## src/rtl/enemy_wave_scheduler_pkg.sv

```systemverilog
// Shared game package for the enemy wave scheduler.
// Holds slot count, screen edge, FSM encoding and a 10-bit popcount.
package enemy_wave_scheduler_pkg;

    localparam int NUM_SLOTS = 10;
    localparam int Y_EDGE    = 120;

    typedef enum logic [1:0] {
        ST_IDLE = 2'd0,
        ST_RUN  = 2'd1,
        ST_OVER = 2'd2
    } state_t;

    function automatic logic [3:0] popcount10(input logic [9:0] v);
        logic [3:0] n;
        n = '0;
        for (int k = 0; k < 10; k++) begin
            n = n + {3'b000, v[k]};
        end
        return n;
    endfunction

endpackage

```

## src/rtl/enemy_wave_scheduler_if.sv

```systemverilog
// Game-control bus between the scheduler, collision logic and Y counters.
// master: drives start/hit/touch_edge; slave: drives the slot and score outputs.
interface enemy_wave_scheduler_if;
    logic       start;
    logic [9:0] hit;
    logic [9:0] touch_edge;
    logic [9:0] c_en;
    logic [9:0] des;
    logic       move_en;
    logic [1:0] flying_rate;
    logic [1:0] lives;
    logic [7:0] score;
    logic       game_over;

    modport master (
        output start, hit, touch_edge,
        input  c_en, des, move_en, flying_rate, lives, score, game_over
    );

    modport slave (
        input  start, hit, touch_edge,
        output c_en, des, move_en, flying_rate, lives, score, game_over
    );
endinterface

```

## src/rtl/enemy_wave_scheduler_slot_picker.sv

```systemverilog
// Circular first-free search over the slot-busy vector, starting at i_ptr.
// Ports: i_busy (10), i_ptr (4) in; o_idx (4), o_found out.
module enemy_wave_scheduler_slot_picker
    import enemy_wave_scheduler_pkg::*;
(
    input  logic [NUM_SLOTS-1:0] i_busy,
    input  logic [3:0]           i_ptr,
    output logic [3:0]           o_idx,
    output logic                 o_found
);

    logic [4:0] w_j;

    always_comb begin
        o_idx   = '0;
        o_found = 1'b0;
        w_j     = '0;
        for (int k = 0; k < NUM_SLOTS; k++) begin
            w_j = {1'b0, i_ptr} + 5'(k);
            if (w_j >= 5'(NUM_SLOTS)) begin
                w_j = w_j - 5'(NUM_SLOTS);
            end
            if (!o_found && !i_busy[w_j[3:0]]) begin
                o_idx   = w_j[3:0];
                o_found = 1'b1;
            end
        end
    end

endmodule

```

## src/rtl/enemy_wave_scheduler.sv

```systemverilog
// Enemy wave scheduler: spawns planes, retires hits/escapes, tracks lives/score/level.
// Ports: clk, reset (sync, active-high); bus (slave) carries start/hit/touch_edge in
// and c_en/des/move_en/flying_rate/lives/score/game_over out, all registered.
module enemy_wave_scheduler
    import enemy_wave_scheduler_pkg::*;
#(
    parameter int SPAWN_CYCLES    = 50000000,
    parameter int KILLS_PER_LEVEL = 8,
    parameter int START_LIVES     = 3
)
(
    input  logic                  clk,
    input  logic                  reset,
    enemy_wave_scheduler_if.slave bus
);

    localparam int CW = $clog2(SPAWN_CYCLES + 1);
    localparam int KW = $clog2(KILLS_PER_LEVEL + NUM_SLOTS + 1);
    localparam logic [CW-1:0] RELOAD = CW'(SPAWN_CYCLES - 1);

    state_t        r_state, w_state_n;
    logic [CW-1:0] r_cnt, w_cnt_n;
    logic [3:0]    r_ptr, w_ptr_n;
    logic [KW-1:0] r_kills, w_kills_n;
    logic [9:0]    r_c_en, w_c_en_n;
    logic [9:0]    r_des, w_des_n;
    logic          r_move_en, w_move_en_n;
    logic          r_game_over, w_go_n;
    logic [1:0]    r_rate, w_rate_n;
    logic [1:0]    r_lives, w_lives_n;
    logic [7:0]    r_score, w_score_n;

    logic [9:0]    w_hit_v, w_esc_v;
    logic [3:0]    w_nhit, w_nesc, w_pick;
    logic          w_found;
    logic [8:0]    w_score_sum;
    logic [KW-1:0] w_kill_sum;

    // A simultaneous hit and edge touch on one slot is scored as a hit.
    assign w_hit_v = bus.hit & r_c_en;
    assign w_esc_v = bus.touch_edge & ~bus.hit & r_c_en;
    assign w_nhit  = popcount10(w_hit_v);
    assign w_nesc  = popcount10(w_esc_v);

    // Search uses registered c_en, so a slot retired this cycle is not reused yet.
    enemy_wave_scheduler_slot_picker u_slot_picker (
        .i_busy  (r_c_en),
        .i_ptr   (r_ptr),
        .o_idx   (w_pick),
        .o_found (w_found)
    );

    always_comb begin
        w_state_n   = r_state;
        w_cnt_n     = r_cnt;
        w_ptr_n     = r_ptr;
        w_kills_n   = r_kills;
        w_c_en_n    = r_c_en;
        w_des_n     = r_des;
        w_move_en_n = r_move_en;
        w_go_n      = r_game_over;
        w_rate_n    = r_rate;
        w_lives_n   = r_lives;
        w_score_n   = r_score;
        w_score_sum = {1'b0, r_score} + 9'(w_nhit);
        w_kill_sum  = r_kills + KW'(w_nhit);
        unique case (r_state)
            ST_IDLE, ST_OVER: begin
                if (bus.start) begin
                    w_state_n   = ST_RUN;
                    w_lives_n   = 2'(START_LIVES);
                    w_score_n   = '0;
                    w_kills_n   = '0;
                    w_rate_n    = '0;
                    w_c_en_n    = '0;
                    w_des_n     = '0;
                    w_cnt_n     = RELOAD;
                    w_ptr_n     = '0;
                    w_move_en_n = 1'b1;
                    w_go_n      = 1'b0;
                end
            end
            ST_RUN: begin
                w_move_en_n = 1'b1;
                w_des_n     = w_hit_v | w_esc_v;
                w_c_en_n    = r_c_en & ~(w_hit_v | w_esc_v);
                if (r_cnt == '0) begin
                    w_cnt_n = RELOAD;
                    if (w_found) begin
                        w_c_en_n[w_pick] = 1'b1;
                        w_ptr_n = (w_pick == 4'd9) ? 4'd0 : w_pick + 4'd1;
                    end
                end else begin
                    w_cnt_n = r_cnt - CW'(1);
                end
                w_score_n = w_score_sum[8] ? 8'hFF : w_score_sum[7:0];
                if (w_kill_sum >= KW'(KILLS_PER_LEVEL)) begin
                    w_kills_n = w_kill_sum - KW'(KILLS_PER_LEVEL);
                    if (r_rate != 2'd3) begin
                        w_rate_n = r_rate + 2'd1;
                    end
                end else begin
                    w_kills_n = w_kill_sum;
                end
                if (w_nesc >= {2'b00, r_lives}) begin
                    w_lives_n = 2'd0;
                end else begin
                    w_lives_n = r_lives - w_nesc[1:0];
                end
                // Game ends on the same edge lives hit zero; hold every Y at 0.
                if (w_lives_n == 2'd0) begin
                    w_state_n   = ST_OVER;
                    w_c_en_n    = '0;
                    w_des_n     = 10'h3FF;
                    w_move_en_n = 1'b0;
                    w_go_n      = 1'b1;
                end
            end
            default: begin
                w_state_n = ST_IDLE;
            end
        endcase
    end

    always_ff @(posedge clk) begin
        if (reset) begin
            r_state     <= ST_IDLE;
            r_cnt       <= RELOAD;
            r_ptr       <= '0;
            r_kills     <= '0;
            r_c_en      <= '0;
            r_des       <= '0;
            r_move_en   <= 1'b0;
            r_game_over <= 1'b0;
            r_rate      <= '0;
            r_lives     <= 2'(START_LIVES);
            r_score     <= '0;
        end else begin
            r_state     <= w_state_n;
            r_cnt       <= w_cnt_n;
            r_ptr       <= w_ptr_n;
            r_kills     <= w_kills_n;
            r_c_en      <= w_c_en_n;
            r_des       <= w_des_n;
            r_move_en   <= w_move_en_n;
            r_game_over <= w_go_n;
            r_rate      <= w_rate_n;
            r_lives     <= w_lives_n;
            r_score     <= w_score_n;
        end
    end

    assign bus.c_en        = r_c_en;
    assign bus.des         = r_des;
    assign bus.move_en     = r_move_en;
    assign bus.flying_rate = r_rate;
    assign bus.lives       = r_lives;
    assign bus.score       = r_score;
    assign bus.game_over   = r_game_over;

endmodule

```

## src/flat_wrapper.sv

```systemverilog
// flat-port wrapper written by rule: the top's interface ports become plain ports
module enemy_wave_scheduler_flat import enemy_wave_scheduler_pkg::*;
#(
    parameter int SPAWN_CYCLES    = 50000000,
    parameter int KILLS_PER_LEVEL = 8,
    parameter int START_LIVES     = 3
)
  (clk, reset, bus_start, bus_hit, bus_touch_edge, bus_c_en, bus_des, bus_move_en, bus_flying_rate, bus_lives, bus_score, bus_game_over);
  enemy_wave_scheduler_if bus_i ();
  input  logic clk;
  input  logic reset;
  input wire logic [$bits(bus_i.start)-1:0] bus_start;
  input wire logic [$bits(bus_i.hit)-1:0] bus_hit;
  input wire logic [$bits(bus_i.touch_edge)-1:0] bus_touch_edge;
  output wire logic [$bits(bus_i.c_en)-1:0] bus_c_en;
  output wire logic [$bits(bus_i.des)-1:0] bus_des;
  output wire logic [$bits(bus_i.move_en)-1:0] bus_move_en;
  output wire logic [$bits(bus_i.flying_rate)-1:0] bus_flying_rate;
  output wire logic [$bits(bus_i.lives)-1:0] bus_lives;
  output wire logic [$bits(bus_i.score)-1:0] bus_score;
  output wire logic [$bits(bus_i.game_over)-1:0] bus_game_over;
  assign bus_i.start = bus_start;
  assign bus_i.hit = bus_hit;
  assign bus_i.touch_edge = bus_touch_edge;
  assign bus_c_en = bus_i.c_en;
  assign bus_des = bus_i.des;
  assign bus_move_en = bus_i.move_en;
  assign bus_flying_rate = bus_i.flying_rate;
  assign bus_lives = bus_i.lives;
  assign bus_score = bus_i.score;
  assign bus_game_over = bus_i.game_over;
  enemy_wave_scheduler #(.SPAWN_CYCLES(SPAWN_CYCLES), .KILLS_PER_LEVEL(KILLS_PER_LEVEL), .START_LIVES(START_LIVES)) u_core (.clk(clk), .reset(reset), .bus(bus_i));
endmodule
```

## config.mk

```make
export PLATFORM = sky130hd
export DESIGN_NAME = enemy_wave_scheduler_flat
export DESIGN_NICKNAME = d
export VERILOG_FILES = /design/src/rtl/enemy_wave_scheduler_pkg.sv /design/src/rtl/enemy_wave_scheduler_if.sv /design/src/rtl/enemy_wave_scheduler_slot_picker.sv /design/src/rtl/enemy_wave_scheduler.sv /design/src/flat_wrapper.sv
export SDC_FILE = /design/constraint.sdc
export NUM_CORES = 1
export LEC_CHECK = 0
export ABC_AREA = 1
export BUFFER_PORTS_ARGS = -buffer_cell sky130_fd_sc_hd__buf_4
export CAP_MARGIN = 30
export CELL_PAD_IN_SITES_DETAIL_PLACEMENT = 2
export CELL_PAD_IN_SITES_GLOBAL_PLACEMENT = 2
export CORE_MARGIN = 2
export CORE_UTILIZATION = 34
export DETAILED_ROUTE_END_ITERATION = 8
export MAX_ROUTING_LAYER = met4
export PLACE_DENSITY_LB_ADDON = 0.1
export SYNTH_ARGS = -nofsm -noshare
export SYNTH_HDL_FRONTEND = slang
export SYNTH_SLANG_ARGS = --single-unit
export TNS_END_PERCENT = 1
```

## constraint.sdc

```tcl
create_clock -name clk -period 6.2 [get_ports clk]
set_input_delay 0.31 -clock clk [delete_from_list [all_inputs] [get_ports clk]]
set_output_delay 0.31 -clock clk [all_outputs]
set_load 0.03 [all_outputs]
```

==> reports/metrics.csv, run 1 <==
stage,metric,value,unit
timing,hold_violations,0,
clocking,clock_path_buffers,2,
worst_setup_path,cpMostUsedCell,inv_1,
global_route,grt_start_max_net_pins,42,
clocking,cts_num_sinks,71,
cells_and_area,area_delta_synth_final,15.0,%
clocking,cts_hold_buf,0,
timing,post-route-min-period,5.55,ns
synthesis,synth.ff_latch_count,71,
worst_setup_path,path_class,reg -> reg,
floorplanning,ioPinCount,57,
global_route,grt_pass1_wl,38500,microns
timing,setup_violations,0,
global_route,antenna_found_initial,0,
power_and_ir_drop,p_per_area,139,mW/mm^2
timing,period_share,0.895,
timing,worst_pin_slew,0.744,ns
worst_setup_path,reg2reg_depth,22,
clocking,cts_made_buffers,9,
worst_setup_path,arrival,5.81,ns
global_route,use_met1,0.297,
worst_setup_path,cp_cell_sequence,"inv_1, nor3_1, ha_1, inv_1, fa_1, fa_1, fa_1, inv_1, fa_1, inv_1, fa_1, inv_1, ha_1, inv_1, nor2_1, a2111oi_0, inv_1, nor2_1, nor2_1, nor2_4, nand2_1, a21oi_1",
floorplanning,die_y,145,microns
power_and_ir_drop,vdd_ir_drop_max,0.108,mV
worst_setup_path,r2r_start,u_core.bus.c_en[0],
timing,slew_viol_final,0,
detailed_routing,routed_wl,24400,microns
worst_setup_path,crit_path_max_fanout,10,
worst_setup_path,crit_buf_inv,7,
worst_setup_path,endpoint_kind,flop,
worst_setup_path,critPathTopFamily,adder cells,
synthesis,netlist_instances,1031,
power_and_ir_drop,p_int,0.807,mW
floorplanning,coreArea,0.0195,sq mm
cells_and_area,antenna_cells,0,
clocking,clk_latency,0.34,ns
timing,whs,0.337,ns
floorplanning,placementRows,51,
synthesis,yosys_warnings,0,
clocking,post_cts_resized,0,
floorplanning,start_util,0.345,
cells_and_area,n_fill_cell,2425,
synthesis,synth.distinct_cells,56,
worst_setup_path,cp-startpoint,u_core.bus.c_en[0],
worst_setup_path,cpPeakStageDelay,0.54,ns
floorplanning,dieArea,0.0209,sq mm
cells_and_area,finalNetCount,1169,
worst_setup_path,required,6.46,ns
cells_and_area,multi_input_area,0.00461,sq mm
clocking,cts_tree,yes,
clocking,post_cts_buffers,0,
timing,fin_tns_setup,0,ns
detailed_routing,via_count,6954,
floorplanning,die_w,145,microns
cells_and_area,ff_latch_area,0.00142,sq mm
worst_setup_path,timing.rr.end,u_core.bus.c_en[8],
clocking,cts.htree.levels,3,
placed_design,hpwl,19400,microns
timing,max-slew-margin-rel,0.499,
worst_setup_path,crit_path_start_kind,flop,
detailed_routing,final_antenna_net_count,0,
power_and_ir_drop,swShare,0.248,
global_route,grt_pass1_vias,7236,
global_route,use_met2,0.450,
global_route,grt_util_all_layers,0.245,
timing,rsz0062_at_grt,false,
worst_setup_path,reg2reg_setup_slack,0.65,ns
detailed_routing,viasPerCell,5.13,
worst_setup_path,crit_end,u_core.bus.c_en[8],
power_and_ir_drop,power.switching,0.267,mW
detailed_routing,drc,0,
synthesis,syn_nets,1114,
synthesis,yosysSeqAreaShare,0.211,
clocking,root_buffer,clkbuf_16,
timing,max_freq,0.180,GHz
placed_design,globalplace.congestion,0.836,
power_and_ir_drop,power_frac_comb,0.076,
worst_setup_path,crit_path_top_delay_cell,fa_1,
min_path,hp-class,in -> reg,
clocking,worst_setup_hold_path_clk_slew,0.06,ns
global_route,grt_overflow_total,0,
placed_design,portBuffers,56,
run_status,status,completed,
synthesis,avgSynthCellArea,6.52,sq um
cells_and_area,drive_gt1_frac,0.148,
power_and_ir_drop,pwr-share-clk,0.492,
power_and_ir_drop,leakage,3.58,nW
detailed_routing,post_drt_wl_per_cell,18.0,microns
detailed_routing,dr.pass1.iters,4,
detailed_routing,drtIter0Drc,194,
timing,fin_skew,0.0107,ns
global_route,grt_util_met3,0.0185,
flow_run,cap_violations,0,
worst_setup_path,cp_num_cells,22,
global_route,grt-busiest-layer,met2,
synthesis,synth_area,0.00672,sq mm
power_and_ir_drop,pwr-share-seq,0.432,
## cell type report
| cell class | count | area share |
|---|---|---|
| inverter | 157 | 0.0765 |
| tap | 265 | 0.0429 |
| clock inverter | 5 | 0.00744 |
| sequential | 71 | 0.184 |
| clock buffer | 11 | 0.0314 |
| multi-input combinational | 784 | 0.597 |
| timing repair buffer | 63 | 0.0612 |
## metrics by stage
step	power, mW	worst slack [ns]	std cells	instance area [sq um]	utilization
finish	1.07	0.651	1356	7730	0.397
global placement	0.555	0.779	1340	7430	0.382
detailed placement	0.557	0.543	1340	7430	0.382
floorplan	0.516	1.02	1031	6720	-
CTS	1.09	0.492	1356	7730	0.397
global route	1.11	0.166	1356	7730	0.397
## placed cells by master (no fill, tap or decap), drive strengths merged, types with 7 or more instances in the layout
cell type,Yosys,final
clkbuf,13,11
o31ai,7,7
inv,153,153
or2,9,9
nand3b,11,11
nor2,90,90
nand3,100,100
a21oi,58,58
nor3,17,17
clkinv,4,8
buf,6,63
o21ai,70,70
ha,45,45
nand2,272,272
nand4,20,20
dfxtp,71,71
o21a,9,9
fa,15,15
xor2,22,22
o21bai,7,7
o211ai,7,7
## routing by layer
layer / up-vias / share of wire / wire (microns)
met4: 0 / 0.0096 / 233
met1: 3419 / 0.45 / 11000
met2: 47 / 0.52 / 12700
met3: 17 / 0.016 / 392
met5: - / 0 / 0
li1: 3471 / - / -
## cell usage after synthesis (all sizes together)
cell type,count,area share
o221ai,1,0.0013
o311ai,1,0.0013
nor3,17,0.014
clkbuf,13,0.0073
o31ai,7,0.0078
nand3b,11,0.012
xor2,22,0.030
o211ai,7,0.0078
clkinv,4,0.0022
nand4,20,0.026
a2111oi,1,0.0013
or3,3,0.0028
and2,2,0.0020
or2,9,0.0084
nand2b,1,0.00093
a21o,1,0.0011
nor4,4,0.0037
or4,1,0.0011
xnor2,3,0.0039
o2111ai,1,0.0013
nand3,100,0.080
nand2,272,0.17
buf,6,0.0080
a21oi,58,0.047
dfxtp,71,0.21
inv,153,0.086
nor2,90,0.057
o21bai,7,0.0095
o21ai,70,0.054
ha,45,0.084
fa,15,0.045
o22ai,1,0.00093
a31oi,4,0.0037
o21a,9,0.010
a211oi,1,0.0011
## power by group through the flow
stage          logic (mW)  registers, mW  clock network, mW
6_report           0.0813          0.464              0.528
2_1_floorplan      0.0378          0.478                  0
3_5_place_dp       0.0822          0.474                  0
3_3_place_gp       0.0812          0.474                  0
4_1_cts            0.0833          0.464              0.538
5_1_grt            0.0903          0.465              0.557
## tightest hold or removal path, delay by kind of cell
family | cells | cell delay, ns
buffers and inverters | 2 | 0.15
AND/OR/NAND/NOR | 1 | 0.10
AO/OA/AOI/OAI | 1 | 0.06
## cells by family (layout without fill, tap and decap cells)
group                    Yosys count  in the layout  share of synthesized area
XOR/XNOR                          25             25                     0.0337
adder cells (fa/ha/maj)           60             60                      0.128
flip-flops                        71             71                      0.211
buffers and inverters            176            236                      0.103
AO/OA/AOI/OAI                    169            169                      0.148
AND/OR/NAND/NOR                  530            530                      0.375
## how the worst min path moves through the flow
stage / startpoint / end / slack (ns) / cells past startpoint
after floorplan: u_core.r_kills[0] / u_core.r_kills[0] / 0.44 / 2
after global placement: u_core.r_kills[0] / u_core.r_kills[0] / 0.46 / 2
after detailed placement: u_core.r_kills[0] / u_core.r_kills[0] / 0.47 / 2
after CTS: bus_start / u_core.r_state[1] / 0.34 / 4
after global routing: bus_start / u_core.r_state[1] / 0.35 / 4
final: bus_start / u_core.r_state[1] / 0.34 / 4
## sequential cells by signal (all words and copies together) (netlist names)
signal	count
u_core.bus.lives	2
u_core.bus.flying_rate	2
u_core.r_kills	5
u_core.bus.c_en	10
u_core.bus.des	10
u_core.bus.score	8
u_core.bus.game_over	1
u_core.r_ptr	4
u_core.r_state	2
u_core.r_cnt	26
u_core.bus.move_en	1
Note: power is estimated with default switching activity, not from simulation.
==> run 2, diff against run 1 <==
- CORE_UTILIZATION: 34 -> 35
- CTS_BUF_LIST: unset -> sky130_fd_sc_hd__clkbuf_4 sky130_fd_sc_hd__clkbuf_8
==> run 2 against run 1 <==
  * Clock-buffer cell count grew 1
  * Critical path depth grew 1
  * Clock skew grew 0.0061 ns
  * Hold slack lost 0.061 ns
  * First-iteration DRC count grew 37%
  * Sequential share of layout area grew 0.40 points
==> reports/metrics.csv, run 2 (synthesis results as in run 1) <==
stage,metric,value,unit,change
timing,period_share,0.908,,was 0.895
detailed_routing,drtIter0Drc,265,,was 194
worst_setup_path,crit_path_max_fanout,7,,was 10
floorplanning,ioPinCount,57,,unchanged
cells_and_area,largest_register_ffs,26,,unchanged
timing,max_freq,0.178,GHz,was 0.180 GHz
floorplanning,placementRows,50,,was 51
clocking,cts_tree,yes,,unchanged
min_path,hp-start,bus_start,,unchanged
cells_and_area,n_fill_cell,2326,,was 2425
clocking,cts.htree.levels,3,,unchanged
floorplanning,dieArea,0.0203,sq mm,was 0.0209 sq mm
power_and_ir_drop,swShare,0.284,,was 0.248
cells_and_area,finalNonFillerCells,1324,,was 1356
detailed_routing,via_count,7014,,was 6954
clocking,post_cts_buffers,0,,unchanged
global_route,antenna_found_initial,0,,unchanged
detailed_routing,viasPerCell,5.30,,was 5.13
worst_setup_path,endpoint_kind,flop,,unchanged
cells_and_area,largest-register,u_core.r_cnt,,unchanged
global_route,grt_pass1_vias,7352,,was 7236
timing,max-slew-margin-rel,0.559,,was 0.499
detailed_routing,final_antenna_net_count,0,,unchanged
worst_setup_path,required,6.45,ns,was 6.46 ns
detailed_routing,wl_met3,524,microns,was 392 microns
power_and_ir_drop,leakage,3.52,nW,was 3.58 nW
global_route,grt_pass1_wl,38600,microns,was 38500 microns
cells_and_area,final_common_cell,nand2_1,,unchanged
timing,setup_violations,0,,unchanged
cells_and_area,final_cell_mix,"nand2_1, inv_1, nand3_1, nor2_1, dfxtp_1",,unchanged
global_route,grt_overflow_total,0,,unchanged
timing,hold_violations,0,,unchanged
worst_setup_path,arrival,5.88,ns,was 5.81 ns
detailed_routing,met1Wirelength,11700,microns,was 11000 microns
clocking,cts_made_buffers,9,,unchanged
clocking,worst_setup_hold_path_clk_slew,0.09,ns,was 0.06 ns
power_and_ir_drop,p_int,0.650,mW,was 0.807 mW
run_status,status,completed,,unchanged
worst_setup_path,path_class,reg -> reg,,unchanged
power_and_ir_drop,power.switching,0.258,mW,was 0.267 mW
power_and_ir_drop,pwr-share-clk,0.400,,was 0.492
worst_setup_path,cp-startpoint,u_core.bus.c_en[0],,unchanged
detailed_routing,drc,0,,unchanged
global_route,grt_util_all_layers,0.246,,was 0.245
timing,post-route-min-period,5.63,ns,was 5.55 ns
detailed_routing,dr.pass1.iters,5,,was 4
power_and_ir_drop,pwr-share-seq,0.511,,was 0.432
floorplanning,die_w,143,microns,was 145 microns
floorplanning,start_util,0.358,,was 0.345
clocking,clock_path_buffers,2,,unchanged
power_and_ir_drop,power_frac_comb,0.089,,was 0.076
cells_and_area,fin_util,0.403,,was 0.397
power_and_ir_drop,vdd_ir_drop_max,0.0977,mV,was 0.108 mV
worst_setup_path,r2r_start,u_core.bus.c_en[0],,unchanged
detailed_routing,post_drt_wl_per_cell,17.8,microns,was 18.0 microns
placed_design,portBuffers,56,,unchanged
power_and_ir_drop,p_per_area,120,mW/mm^2,was 139 mW/mm^2
floorplanning,die_y,143,microns,was 145 microns
placed_design,globalplace.congestion,0.827,,was 0.836
cells_and_area,drive_gt1_frac,0.149,,was 0.148
clocking,root_buffer,clkbuf_8,,was clkbuf_16
flow_run,cap_violations,0,,unchanged
floorplanning,coreArea,0.0188,sq mm,was 0.0195 sq mm
placed_design,dpl.cell_count,1308,,was 1340
detailed_routing,route.met2.wl,11100,microns,was 12700 microns
cells_and_area,finalNetCount,1168,,was 1169
clocking,clk_latency,0.37,ns,was 0.34 ns
timing,rsz0062_at_grt,false,,unchanged
min_path,hp-class,in -> reg,,unchanged
global_route,grt_start_max_net_pins,41,,was 42
timing,fin_tns_setup,0,ns,unchanged
timing,fin_skew,0.0168,ns,was 0.0107 ns
clocking,cts_num_sinks,71,,unchanged
timing,slew_viol_final,0,,unchanged
detailed_routing,top_layer_used,met4,,unchanged
worst_setup_path,crit_path_start_kind,flop,,unchanged
cells_and_area,antenna_cells,0,,unchanged
detailed_routing,routed_wl,23600,microns,was 24400 microns
power_and_ir_drop,fin_total_pwr,0.908,mW,was 1.07 mW
placed_design,hpwl,18900,microns,was 19400 microns
timing,worst_pin_slew,0.655,ns,was 0.744 ns
cells_and_area,area_delta_synth_final,12.5,%,was 15.0%
## run 2: area by class of cell
class / count / area, sq um / area share
clock buffers: 12 / 153 / 0.0202
clock inverters: 4 / 30.0 / 0.00397
inverters: 157 / 592 / 0.0782
multi-input cells: 784 / 4610 / 0.610
flip-flops and latches: 71 / 1420 / 0.188
well taps: 234 / 293 / 0.0387
repair buffers: 62 / 465 / 0.0615
## run 2: worst paths after layout
path                            slack, ns  cells after the start                  to
worst min register to register       0.47                      2   u_core.bus.des[7]
worst max-delay path                 0.57                     23  u_core.bus.move_en
worst min-delay path                 0.28                      4   u_core.r_state[1]
worst max register to register       0.57                     23  u_core.bus.move_en
## run 2: metal layers
metal / global-route usage / vias to the layer above
met1: 0.333 / 3471
met3: 0.0202 / 15
met2: 0.406 / 72
met4: 0.0485 / 0
met5: - / -
li1: - / 3456
## run 2: through the flow
| step | worst slack, ns | instance area (sq um) | hold WS [ns] |
|---|---|---|---|
| global route | 0.0738 | 7570 | 0.276 |
| CTS | 0.419 | 7560 | 0.259 |
| floorplan | 1.02 | 6720 | 0.445 |
| global placement | 0.859 | 7380 | 0.457 |
| finish | 0.570 | 7570 | 0.276 |
| detailed placement | 0.471 | 7380 | 0.459 |
## run 2: power groups by stage
| stage | Sequential [mW] | Combinational (mW) | Clock [mW] |
|---|---|---|---|
| floorplan | 0.478 | 0.0378 | 0 |
| global placement | 0.474 | 0.0779 | 0 |
| detailed placement | 0.474 | 0.0801 | 0 |
| CTS | 0.464 | 0.0809 | 0.377 |
| global route | 0.465 | 0.0886 | 0.395 |
| finish | 0.464 | 0.0806 | 0.364 |
## run 2: worst max-delay path, cell delays in order (launching register included)
cell and delay (ns):
dfxtp_1 0.44, inv_1 0.09, nor3_1 0.26, ha_1 0.28, inv_1 0.10, fa_1 0.44
fa_1 0.53, fa_1 0.55, inv_1 0.06, fa_1 0.46, inv_1 0.09, fa_1 0.41
inv_1 0.09, ha_1 0.17, inv_1 0.06, nor2_1 0.10, a2111oi_0 0.08, inv_1 0.10
a21oi_1 0.06, or2_2 0.30, nor2_1 0.47, inv_1 0.22, o211ai_1 0.13, inv_1 0.06
## run 2: repair_timing
action	4_1_cts	5_1_grt
endpoints found under the setup margin	0	10
hold buffers	0	0
gates resized for setup	0	1
